File: src/rtl/arbiter_rr4_pkg.sv
// Shared types and constants for the 4-way round-robin arbiter.
// Holds the FSM state encoding, requester count, select width and a one-hot decode helper.
package arbiter_rr4_pkg;

  typedef enum logic {
    ST_IDLE  = 1'b0,
    ST_GRANT = 1'b1
  } state_e;

  localparam int NUM_REQ = 4;
  localparam int SEL_W   = 2;
  localparam int TIMER_W = 8;

  function automatic logic [NUM_REQ-1:0] sel_onehot(input logic [SEL_W-1:0] s);
    logic [NUM_REQ-1:0] oh;
    oh    = 4'b0000;
    oh[s] = 1'b1;
    return oh;
  endfunction

endpackage

File: src/rtl/arbiter_rr4_pick.sv
// Rotated priority encoder: first set request bit in order ptr, ptr+1, ptr+2, ptr+3 (mod 4).
module rr_pick4
  import arbiter_rr4_pkg::*;
(
  input  logic [NUM_REQ-1:0] req,
  input  logic [SEL_W-1:0]   ptr,
  output logic [SEL_W-1:0]   winner,
  output logic               any
);

  logic             found_s;
  logic [SEL_W-1:0] idx_s;

  // scan requesters starting at the pointer, keep the first hit
  always_comb begin
    winner  = ptr;
    found_s = 1'b0;
    idx_s   = ptr;
    for (int i = 0; i < NUM_REQ; i++) begin
      idx_s = ptr + SEL_W'(i);
      if (!found_s && req[idx_s]) begin
        winner  = idx_s;
        found_s = 1'b1;
      end else begin
        found_s = found_s;
      end
    end
    any = |req;
  end

endmodule

File: src/rtl/arbiter_rr4.sv
// Four-requester round-robin arbiter with a bounded hold time per grant.
// Grants are registered; back-to-back handover re-arbitrates in the ending cycle.
module arbiter_rr4
  import arbiter_rr4_pkg::*;
#(
  parameter int HOLD_MAX = 15
) (
  input  logic               clk,
  input  logic               rst,
  input  logic [NUM_REQ-1:0] req,
  input  logic               release_i,
  output logic [SEL_W-1:0]   sel,
  output logic [NUM_REQ-1:0] gnt,
  output logic               busy
);

  localparam logic [TIMER_W-1:0] TIMER_LAST = TIMER_W'(HOLD_MAX - 1);

  state_e               state_q, state_d;
  logic [SEL_W-1:0]     ptr_q, ptr_d;
  logic [SEL_W-1:0]     sel_q, sel_d;
  logic [NUM_REQ-1:0]   gnt_q, gnt_d;
  logic [TIMER_W-1:0]   timer_q, timer_d;

  logic [SEL_W-1:0]     arb_ptr_s;
  logic [SEL_W-1:0]     winner_s;
  logic                 any_s;
  logic                 grant_end_s;

  // while granting, the only arbitration that matters is the handover one, so rotate past the holder
  assign arb_ptr_s   = (state_q == ST_GRANT) ? (sel_q + 2'd1) : ptr_q;
  assign grant_end_s = (state_q == ST_GRANT) &&
                       (release_i || !req[sel_q] || (timer_q == TIMER_LAST));

  rr_pick4 u_pick (
    .req    (req),
    .ptr    (arb_ptr_s),
    .winner (winner_s),
    .any    (any_s)
  );

  // next-state, pointer, timer and registered output computation
  always_comb begin
    state_d = state_q;
    ptr_d   = ptr_q;
    sel_d   = sel_q;
    gnt_d   = gnt_q;
    timer_d = timer_q;
    case (state_q)
      ST_IDLE: begin
        if (any_s) begin
          state_d = ST_GRANT;
          sel_d   = winner_s;
          gnt_d   = sel_onehot(winner_s);
          timer_d = 8'd0;
        end else begin
          gnt_d   = 4'b0000;
        end
      end
      ST_GRANT: begin
        if (grant_end_s) begin
          ptr_d = sel_q + 2'd1;
          if (any_s) begin
            sel_d   = winner_s;
            gnt_d   = sel_onehot(winner_s);
            timer_d = 8'd0;
          end else begin
            state_d = ST_IDLE;
            gnt_d   = 4'b0000;
            timer_d = 8'd0;
          end
        end else if (timer_q != TIMER_LAST) begin
          timer_d = timer_q + 8'd1;
        end else begin
          timer_d = timer_q;
        end
      end
      default: begin
        state_d = ST_IDLE;
        gnt_d   = 4'b0000;
        timer_d = 8'd0;
      end
    endcase
  end

  // state registers with synchronous reset
  always_ff @(posedge clk) begin
    if (rst) begin
      state_q <= ST_IDLE;
      ptr_q   <= 2'd0;
      sel_q   <= 2'd0;
      gnt_q   <= 4'b0000;
      timer_q <= 8'd0;
    end else begin
      state_q <= state_d;
      ptr_q   <= ptr_d;
      sel_q   <= sel_d;
      gnt_q   <= gnt_d;
      timer_q <= timer_d;
    end
  end

  assign sel  = sel_q;
  assign gnt  = gnt_q;
  assign busy = (state_q == ST_GRANT);

endmodule

File: config.mk
export PLATFORM = sky130hd
export DESIGN_NAME = arbiter_rr4
export DESIGN_NICKNAME = d
export VERILOG_FILES = /design/src/rtl/arbiter_rr4_pkg.sv /design/src/rtl/arbiter_rr4_pick.sv /design/src/rtl/arbiter_rr4.sv
export SDC_FILE = /design/constraint.sdc
export NUM_CORES = 1
export LEC_CHECK = 0
export BUFFER_PORTS_ARGS = -buffer_cell sky130_fd_sc_hd__buf_4
export CAP_MARGIN = 10
export CORE_ASPECT_RATIO = 0.5
export CORE_MARGIN = 1
export CORE_UTILIZATION = 35
export DETAILED_ROUTE_END_ITERATION = 12
export SLEW_MARGIN = 20
export SYNTH_ARGS = -nofsm -noshare
export SYNTH_HDL_FRONTEND = slang
export SYNTH_SLANG_ARGS = --single-unit
export TNS_END_PERCENT = 20
File: constraint.sdc
create_clock -name clk -period 2.14 [get_ports clk]
set_input_delay 0.428 -clock clk [delete_from_list [all_inputs] [get_ports clk]]
set_output_delay 0.428 -clock clk [all_outputs]
set_load 0.01 [all_outputs]
After elaboration in Yosys (flattened, before gate mapping)

Index checks and enable logic that the tools add are counted.

Output and inout bits: 7
Input port bits: 7
Logic and storage cells: 69
Register bits: 17

Bitwise logic cells: 1
Order comparisons: 7
Mux-type cells: 32
Eq/ne operators: 5
Add/sub/neg operators: 5
Reduce and logical (&&, ||, !) cells: 14

Operators with widths:

| cell                  | number |
|---|---|
| $mux W8               | 3 |
| $lt A2 B3 Y1 const B  | 6 |
| $pmux W8 S2           | 1 |
| $mux W2               | 6 |
| $mux W1               | 11 |
| $bmux W1 S2           | 5 |
| $add A8 B1 Y8 const B | 1 |
| $eq A8 B4 Y1 const B  | 1 |
| $mux W4               | 2 |
| $ne A8 B4 Y1 const B  | 1 |
| $pmux W4 S2           | 1 |
| $logic_and A1 B1 Y1   | 5 |
| $add A2 B1 Y2 const B | 2 |
| $add A2 B2 Y2 const B | 2 |
| $logic_not A1 Y1      | 4 |
| $pmux W2 S2           | 1 |
| $reduce_and A2 Y1     | 2 |
| $reduce_or A4 Y1      | 1 |
| $ne A3 B1 Y1 const B  | 1 |
| $demux W1 S2          | 1 |
| $ge A2 B1 Y1 const B  | 1 |
| $logic_or A1 B1 Y1    | 2 |
| $ne A2 B1 Y1 const B  | 1 |
| $ne A2 B2 Y1 const B  | 1 |
| 2 further kinds       | 2 |

Longest topological paths before layout

Gate-level depths: netlist of the first run.

Depth after elaboration: 21
Gate-level depth with buffers: 8
Gate-level depth less buffers: 7

Modules after synthesis

Synthesis of the first run repeated with hierarchy kept, for this count alone.

Cell total of the unflattened synthesis: 118
Area total of the unflattened synthesis: 940.9 sq um

Modules (own cells, without submodules):

| module      | area an instance (sq um) | seq. area each (sq um) | times used | cells an instance |
|---|---|---|---|---|
| arbiter_rr4 | 844.6                    | 340.3                  | 1          | 102 |
| rr_pick4    | 96.3                     | 0.0                    | 1          | 16 |

Worst setup path after synthesis of the first run

Ideal clock, no wire load.

Path kind: reg2reg
Start point: reg sel_q[0], in the netlist sel[0]
End point: reg sel_q[0], in the netlist sel[0]
Period minus slack after synthesis: 1.714 ns
Path buffers: 2
Path slack: 0.426 ns
Stages on the path, launching flop included: 8
Data arrival time: 1.600 ns
Setup time: 0.114 ns
Cell sequence: dfxtp_1 > buf_6 > mux4_2 > o211a_1 > buf_6 > nor2_8 > nor3b_1 > a21o_1

Longest elaborated chain between the ends: 17
Elaborated cells between the ends (all ways): 35
Classes of those cells: add/sub: 4; eq/ne: 1; mux: 20; reduce/logical: 10

Ends and longest elaborated chain:

| element                                                                | line              | RTL |
|---|---|---|
| from (decl)                                                            | arbiter_rr4.sv:21 | `logic [SEL_W-1:0] sel_q, sel_d;` |
| from (signal assigned)                                                 | arbiter_rr4.sv:97 | `sel_q <= sel_d;` |
| parallel branches: the longest is 17 deep, another holds $add A2 B1 Y2 | --                |  |

Several ways; the timed one is not identified. The select of a mux whose other input is x is not followed.
A chain may end at the register's enable or synchronous reset.

Final worst setup path of the first run

Start point: reg state_q, in the netlist busy
End point: reg gnt_q[2], in the netlist gnt[2]

Longest elaborated chain between the ends: 20
Elaborated cells between the ends (all ways): 35
Classes of those cells: add/sub: 3; order compare: 2; eq/ne: 1; mux: 20; bitwise: 1; reduce/logical: 8

Ends and longest elaborated chain:

| element                                                                | line              | RTL |
|---|---|---|
| from (decl)                                                            | arbiter_rr4.sv:19 | `state_e state_q, state_d;` |
| from (signal assigned)                                                 | arbiter_rr4.sv:95 | `state_q <= state_d;` |
| parallel branches: the longest is 20 deep, another holds $add A2 B1 Y2 | --                |  |
| to (signal assigned)                                                   | arbiter_rr4.sv:98 | `gnt_q <= gnt_d;` |
| to (decl)                                                              | arbiter_rr4.sv:22 | `logic [NUM_REQ-1:0] gnt_q, gnt_d;` |

Several ways; the timed one is not identified. The select of a mux whose other input is x is not followed.

==> impl_metrics.json, run 1 <==
{
  "clk_transition_reported_paths_ps": 70,
  "worstPathRequired_ps": 2270,
  "wl_per_cell_um": 14.0,
  "instances_no_fill": 168,
  "cts.repair.resized": 0,
  "diodes": 0,
  "yosys-top-cells-area": "dfxtp_1, a21oi_1, a311oi_1",
  "synthXorXnorAreaFrac": 0.00850,
  "power.leakage_nw": 0.483,
  "cts_max_level": 1,
  "fmax_mhz": 501,
  "synth_compound_gate_area_share": 0.263,
  "min_period_ps": 1990,
  "finClkSkew_ps": 4.70,
  "mappedNetlistArea_um2": 1030,
  "muxShareOfSynthArea": 0.0218,
  "dpl.cell_count": 164,
  "grt_pass1_wl_um": 3750,
  "tritoncts": "built",
  "io_buffers": 13,
  "worst_pin_slew_ps": 450,
  "min_path_cells": 2,
  "syn2layout_area_growth_pct": 16.9,
  "final_net_count": 141,
  "async_reset_ff_frac": 0,
  "multi_input_area_um2": 629,
  "hpwl_um": 1690,
  "synth_top_family_by_area": "simple AND/OR/NAND/NOR gates",
  "fin_crit_sh": 0.932,
  "yosysTopAreaCell": "dfxtp_1",
  "ctsLongestPathBuffers": 2,
  "post-place-ws_ps": 190,
  "path_max_fanout": 14,
  "synth.avg_cell_area_um2": 8.81,
  "drc": 0,
  "worst_ep_arrival_time_ps": 2120,
  "wirelength_um": 2360,
  "yosysWarningCount": 0,
  "cp-end-kind": "flip-flop",
  "grt_pass1_vias": 810,
  "slew_viol_final": 0,
  "synth_edf_count": 0,
  "hold_ws_ps": 469,
  "hold_viol": 0,
  "hold_path_class": "in -> reg",
  "io_pins": 14,
  "hold_buffers": 0,
  "final.setup.tns_ps": 0,
  "vias_per_cell": 5.55,
  "drtPass1Iterations": 4,
  "fin_ws_ps": 145,
  "seq_area_um2": 340,
  "synthAdderAreaFrac": 0.0243,
  "setup_viol": 0,
  "post_cts_buffers": 0,
  "grt_max_degree": 18,
  "drtAntennaViolNets": 0,
  "overflow": 0,
  "die_w_um": 78.8,
  "root_buffer": "clkbuf_8",
  "r2r_cells": 5,
  "final_util": 0.446,
  "grtUsageTotal": 0.162,
  "clkLatencyLatePin_ps": 260,
  "final_cell_mix": "dfxtp_1, buf_4, a21oi_1",
  "syn_inst": 117,
  "maxCapViolations": 0,
  "synthSimpleGateAreaFrac": 0.292,
  "gp_congestion": 0.819,
  "coreArea_um2": 2700,
  "synthDistinctLibCells": 39,
  "vdd_drop_max_uv": 240,
  "cts_made_buffers": 3,
  "via_count": 932,
  "placementRows": 13,
  "fillers": 287,
  "cts.sink_count": 17,
  "dieArea_um2": 3180,
  "start_util": 0.382,
  "synthFlopType": "dfxtp_1",
  "die_y_um": 40.4,
  "drive_gt1_frac": 0.229,
  "critical_path.startpoint_type": "flip-flop",
  "status": "complete, no violations",
  "mostFrequentLayoutCell": "dfxtp_1",
  "relSlewSlack": 0.699,
  "critical_path_class": "reg -> reg",
  "ys_ff_latch": 17,
  "netlist.area_leader.share": 0.330,
  "antenna_found_initial": 0,
  "power_density_nw_per_um2": 662,
  "rsz0062_at_grt": "false",
  "yosysSeqAreaShare": 0.330,
  "synth_nets": 126,
  "first_iter_violations": 23
}
-- where the power goes --
part	leakage, nW	total (mW)	switching [mW]	internal [mW]
Clock	0.0255	0.251	0.121	0.130
Sequential	0.139	0.359	0.0221	0.337
Combinational	0.318	0.188	0.102	0.0865
-- flip-flops by register name (all words and copies together) (netlist names) --
register  cells
sel           2
timer_q       8
busy          1
gnt           4
ptr_q         2
-- metal layers --
metal | global-route usage | part of all wire | vias to the layer above
met5 | 0 | 0 | -
met4 | 0.0880 | 0.023 | 0
met3 | 0.0341 | 0.028 | 7
met2 | 0.287 | 0.44 | 14
met1 | 0.193 | 0.51 | 436
li1 | - | - | 475
-- layout make-up --
type	count	area share
multi-input combinational	88	0.522
sequential	17	0.282
timing repair buffer	16	0.0997
tap	37	0.0384
clock buffer	3	0.0343
inverter	6	0.0187
clock inverter	1	0.00415
-- per-stage QoR --
step                      cell area, µm²  power, mW
after floorplan                     1030      0.490
after global placement              1160      0.553
after detailed placement            1160      0.552
after CTS                           1200      0.807
after global routing                1200      0.840
final                               1200      0.798
-- cell usage after synthesis, drive strengths merged, types with 2 or more instances --
library cell	count
a21oi	13
a311oi	5
a31o	2
a31oi	2
and3	3
buf	3
clkbuf	3
dfxtp	17
ha	2
inv	6
nand2	6
nand2b	3
nand3	3
nand3b	2
nand4b	2
nor2	8
nor2b	2
nor3	6
nor3b	5
nor4	2
o211a	3
o211ai	4
o21ai	3
or3b	2
-- worst max-delay path, stage by stage (launching register included) --
cell	delay (ps)
dfxtp_1	580
or3b_2	500
a21oi_1	160
nor4_1	70
nor3_2	370
o32ai_1	170
-- kinds of logic (layout without fill, tap and decap cells) --
family                   count (synthesis)  in the layout
AND/OR/NAND/NOR                         46             46
AO/OA/AOI/OAI                           38             38
flip-flops                              17             17
buffers and inverters                   12             26
adder cells (fa/ha/maj)                  2              2
XOR/XNOR                                 1              1
multiplexers                             1              1
-- worst paths after layout --
| path | start | end | slack [ps] |
|---|---|---|---|
| setup reg to reg | busy$_SDFF_PP0_ | gnt[2]$_SDFFE_PP0P_ | 150 |
| hold / removal | rst | sel[1]$_SDFFE_PP0P_ | 470 |
| hold reg to reg | timer_q[7]$_SDFFE_PP0P_ | timer_q[7]$_SDFFE_PP0P_ | 490 |
| setup / recovery | busy$_SDFF_PP0_ | gnt[2]$_SDFFE_PP0P_ | 150 |
Power figures use the tool's default switching activity.
==> run 2: changes to the inputs <==
--- a/config.mk
+++ b/config.mk
@@ -6,11 +6,11 @@
 export NUM_CORES = 1
 export LEC_CHECK = 0
 export BUFFER_PORTS_ARGS = -buffer_cell sky130_fd_sc_hd__buf_4
-export CAP_MARGIN = 10
-export CORE_ASPECT_RATIO = 0.5
+export CAP_MARGIN = 20
 export CORE_MARGIN = 1
-export CORE_UTILIZATION = 35
+export CORE_UTILIZATION = 55
 export DETAILED_ROUTE_END_ITERATION = 12
+export PLACE_DENSITY = 0.77
 export SLEW_MARGIN = 20
 export SYNTH_ARGS = -nofsm -noshare
 export SYNTH_HDL_FRONTEND = slang
==> run 2 against run 1 <==
- global-route usage is 9.0 points higher
- core utilization is 22 points higher
- sequential power hardly changed
- final area is 2.8% lower
- maximum frequency is 4.2% higher
- worst hold slack worse by 44 ps
- critical path depth stayed put
- register-to-register slack better by 80 ps
- total power is 8.4% lower
- routed wire length is 2.5% lower
- die area is 35% lower
- count of clock-buffer cells in the layout stayed put
- critical path type unchanged
- critical endpoint unchanged
- highest routed layer unchanged
==> impl_metrics.json, run 2 (synthesis results as in run 1) <==
{
  "hold_end": "sel[1]$_SDFFE_PP0P_",
  "start_util": 0.591,
  "largest_register_ff_count": 8,
  "antenna_found_initial": 0,
  "via_count": 978,
  "ctsLongestPathBuffers": 2,
  "clkLatencyLatePin_ps": 300,
  "coreArea_um2": 1750,
  "first_iter_violations": 41,
  "vias_per_cell": 6.27,
  "hold_buffers": 0,
  "dieArea_um2": 2050,
  "min_period_ps": 1910,
  "maxCapViolations": 0,
  "drive_gt1_frac": 0.229,
  "drtAntennaViolNets": 0,
  "r2r_cells": 5,
  "cts.repair.resized": 0,
  "io_buffers": 13,
  "post_cts_buffers": 0,
  "crit_buf_inv": 0,
  "overflow": 0,
  "grtUsageTotal": 0.252,
  "reg2reg_from": "busy$_SDFF_PP0_",
  "wirelength_um": 2300,
  "cts.sink_count": 17,
  "rsz0062_at_grt": "false",
  "hpwl_um": 1670,
  "drc": 0,
  "placementRows": 15,
  "drtPass1Iterations": 4,
  "grt_pass1_vias": 842,
  "r2r_slack_ps": 230,
  "mostFrequentLayoutCell": "dfxtp_1",
  "grt_max_degree": 18,
  "worst_ep_arrival_time_ps": 2090,
  "cp-end-kind": "flip-flop",
  "hold_path_class": "in -> reg",
  "die_w_um": 45.3,
  "vdd_drop_max_uv": 524,
  "worstPathRequired_ps": 2310,
  "r2r_end": "gnt[2]$_SDFFE_PP0P_",
  "fin_crit_sh": 0.895,
  "min_path_cells": 2,
  "gp_congestion": 0.851,
  "largest_register": "timer_q",
  "finClkSkew_ps": 6.15,
  "cts_max_level": 1,
  "critical_path.startpoint_type": "flip-flop",
  "hp-start": "rst",
  "clk_transition_reported_paths_ps": 110,
  "crit_chain": "or3b_2 -> a21oi_1 -> nor4_1 -> nor3_2 -> o32ai_1",
  "hold_viol": 0,
  "io_pins": 14,
  "root_buffer": "clkbuf_4",
  "fmax_mhz": 522,
  "grt_pass1_wl_um": 3820,
  "max_stage_delay_ps": 550,
  "power_density_nw_per_um2": 624,
  "diodes": 0,
  "power.leakage_nw": 0.475,
  "cts_made_buffers": 3,
  "critical_path_class": "reg -> reg",
  "status": "complete, no violations",
  "worst_pin_slew_ps": 477,
  "setup_viol": 0,
  "relSlewSlack": 0.680,
  "path_max_fanout": 12,
  "die_y_um": 45.3,
  "final_cell_mix": "dfxtp_1, buf_4, a21oi_1",
  "final_util": 0.671,
  "critPathSlowestCell": "dfxtp_1",
  "final.setup.tns_ps": 0,
  "wl_per_cell_um": 14.7,
  "final_net_count": 141,
  "tritoncts": "built",
  "slew_viol_final": 0,
  "syn2layout_area_growth_pct": 13.6,
  "crit_family": "simple AND/OR/NAND/NOR gates"
}
==> run 2: cell counts in the layout (fill, tap and decap cells not counted) <==
Identical to the previous run, type by type.
==> run 2: final cells by class <==
cell class / instances / area [µm²]
Clock buffer: 3 / 22.5
Clock inverter: 1 / 5.00
Tap cell: 25 / 31.3
Sequential cell: 17 / 340
Fill cell: 158 / 574
Timing Repair Buffer: 16 / 120
Multi-Input combinational cell: 88 / 629
Inverter: 6 / 22.5
==> run 2: worst max path at each step <==
stage,from,end,cells past startpoint
global route,busy$_SDFF_PP0_,gnt[2]$_SDFFE_PP0P_,5
finish,busy$_SDFF_PP0_,gnt[2]$_SDFFE_PP0P_,5
detailed placement,req[3],sel[1]$_SDFFE_PP0P_,6
floorplan,sel[0]$_SDFFE_PP0P_,sel[0]$_SDFFE_PP0P_,7
global placement,req[3],sel[1]$_SDFFE_PP0P_,6
CTS,busy$_SDFF_PP0_,gnt[2]$_SDFFE_PP0P_,5
==> run 2: where the power goes <==
part	leakage (nW)	internal (mW)	switching, mW
registers	0.139	0.337	0.0248
clock network	0.0177	0.0696	0.113
logic	0.318	0.0872	0.0999
total	0.475	0.494	0.237
==> run 2: layer usage <==
layer  GRT usage  routed length [µm]
met1       0.364                1120
met2       0.377                1020
met3      0.0440                 140
met4      0.0848                  13
met5           0                   0
==> run 2: through the flow <==
step	cell area (µm²)	power (mW)	worst slack, ps	cells	hold WS (ps)
after floorplan	1030	0.490	426	117	442
after global placement	1140	0.548	270	152	471
after detailed placement	1140	0.553	257	152	481
after CTS	1170	0.729	252	156	417
after global routing	1170	0.758	98.3	156	432
final	1170	0.731	225	156	424
==> run 3: changes to the inputs <==
--- a/config.mk
+++ b/config.mk
@@ -8,9 +8,8 @@
 export BUFFER_PORTS_ARGS = -buffer_cell sky130_fd_sc_hd__buf_4
 export CAP_MARGIN = 20
 export CORE_MARGIN = 1
-export CORE_UTILIZATION = 55
+export CORE_UTILIZATION = 45
 export DETAILED_ROUTE_END_ITERATION = 12
-export PLACE_DENSITY = 0.77
 export SLEW_MARGIN = 20
 export SYNTH_ARGS = -nofsm -noshare
 export SYNTH_HDL_FRONTEND = slang
==> run 3 against run 2 <==
- maximum frequency grew 0.66%
- global-route usage shrank 5.1 points
- sequential share of layout area grew 0.12 points
- worst setup slack gained 13 ps
- final cell count grew 0.64%
- core utilization shrank 11 points
- first-iteration DRC count shrank 37%
- non-clock buffer count shrank 1
- clock skew grew 4.9 ps
- routed wire length shrank 0.39%
- critical endpoint is now sel[1]$_SDFFE_PP0P_
- largest cell class unchanged
- largest power group unchanged
==> impl_metrics.json, run 3 (synthesis results as in run 1) <==
{
  "relSlewSlack": 0.684,
  "r2r_cells": 5,
  "diodes": 0,
  "wl_per_cell_um": 14.6,
  "power.leakage_nw": 0.470,
  "placementRows": 16,
  "hold_viol": 0,
  "mostFrequentLayoutCell": "dfxtp_1",
  "cts_made_buffers": 3,
  "largest_register_ff_count": 8,
  "overflow": 0,
  "gp_congestion": 0.915,
  "drtPass1Iterations": 4,
  "post_cts_buffers": 0,
  "fillers": 197,
  "rsz0062_at_grt": "false",
  "r2r_slack_ps": 240,
  "via_count": 925,
  "vias_per_cell": 5.89,
  "slew_viol_final": 0,
  "hpwl_um": 1730,
  "dieArea_um2": 2490,
  "worstPathRequired_ps": 2350,
  "place_area_um2": 1140,
  "syn2layout_area_growth_pct": 13.1,
  "hold_buffers": 0,
  "r2r_end": "sel[1]$_SDFFE_PP0P_",
  "grt_max_degree": 18,
  "cts.sink_count": 17,
  "finClkSkew_ps": 11.1,
  "design_area_um2": 1170,
  "io_buffers": 13,
  "grtUsageTotal": 0.201,
  "vdd_drop_max_uv": 425,
  "die_y_um": 49.9,
  "cts_max_level": 1,
  "status": "complete, no violations",
  "final_net_count": 140,
  "path_max_fanout": 10,
  "fmax_mhz": 526,
  "worst_pin_slew_ps": 473,
  "wirelength_um": 2290,
  "setup_viol": 0,
  "cp-endpoint": "sel[1]$_SDFFE_PP0P_",
  "cts.repair.resized": 0,
  "first_iter_violations": 26,
  "final_cell_mix": "dfxtp_1, buf_4, a21oi_1",
  "maxCapViolations": 0,
  "drtAntennaViolNets": 0,
  "antenna_found_initial": 0,
  "drive_gt1_frac": 0.223,
  "reg2reg_from": "sel[0]$_SDFFE_PP0P_",
  "ctsLongestPathBuffers": 2,
  "tritoncts": "built",
  "critical_path.startpoint_type": "flip-flop",
  "coreArea_um2": 2060,
  "drc": 0,
  "critical_path_class": "reg -> reg",
  "start_util": 0.500,
  "die_w_um": 49.9,
  "root_buffer": "clkbuf_4",
  "hp-start": "rst",
  "min_period_ps": 1900,
  "hold_path_class": "in -> reg",
  "io_pins": 14,
  "power_density_nw_per_um2": 612,
  "grt_pass1_wl_um": 3780,
  "multi_input_area_um2": 629,
  "clk_transition_reported_paths_ps": 110,
  "cp-end-kind": "flip-flop",
  "clkLatencyLatePin_ps": 290,
  "startpoint": "sel[0]$_SDFFE_PP0P_",
  "worst_ep_arrival_time_ps": 2110,
  "grt_pass1_vias": 825,
  "seq_area_um2": 340,
  "final.setup.tns_ps": 0,
  "largest_register": "timer_q",
  "fin_crit_sh": 0.889
}
==> run 3: changes by cell type in the layout (fill, tap and decap cells not counted), sizes merged <==
cell,delta
buf,-1
==> run 3: worst min-delay path by stage <==
stage | to | cells past startpoint
floorplan | timer_q[7]$_SDFFE_PP0P_ | 1
global placement | timer_q[7]$_SDFFE_PP0P_ | 1
detailed placement | timer_q[7]$_SDFFE_PP0P_ | 1
CTS | timer_q[6]$_SDFFE_PP0P_ | 2
global route | timer_q[6]$_SDFFE_PP0P_ | 2
finish | timer_q[6]$_SDFFE_PP0P_ | 2
==> run 3: layer usage <==
layer | vias up | wire length, µm | global-route usage | part of all wire
met3 | 2 | 62 | 0.0370 | 0.027
met1 | 439 | 1210 | 0.290 | 0.53
met2 | 14 | 995 | 0.300 | 0.44
li1 | 470 | - | - | -
met5 | - | 0 | 0 | 0
met4 | 0 | 15 | 0.0571 | 0.0066
==> run 3: layout make-up <==
class                   instances  area share
multi-input cells              88       0.540
flip-flops and latches         17       0.292
repair buffers                 15      0.0966
well taps                      27      0.0290
clock buffers                   3      0.0193
inverters                       6      0.0193
clock inverters                 1     0.00429
==> run 3: through the flow <==
| stage | hold WS, ps | worst slack [ps] | std cells | total power, mW | utilization |
|---|---|---|---|---|---|
| final | 431 | 238 | 157 | 0.714 | 0.566 |
| after global routing | 442 | 149 | 157 | 0.755 | 0.566 |
| after CTS | 426 | 230 | 157 | 0.721 | 0.566 |
| after detailed placement | 477 | 238 | 153 | 0.548 | 0.552 |
| after global placement | 464 | 288 | 153 | 0.546 | 0.552 |
| after floorplan | 442 | 426 | 117 | 0.490 | - |
==> run 3: critical path: stages (launching register included) <==
cell,delay (ps)
dfxtp_1,510
mux4_2,580
o211a_1,300
nor2_8,180
nor2_1,60
a211oi_2,200
==> run 3: power by group <==
part           switching [mW]  total (mW)  internal (mW)
sequential             0.0263       0.363          0.337
combinational          0.0967       0.180         0.0833
clock                   0.102       0.171         0.0694
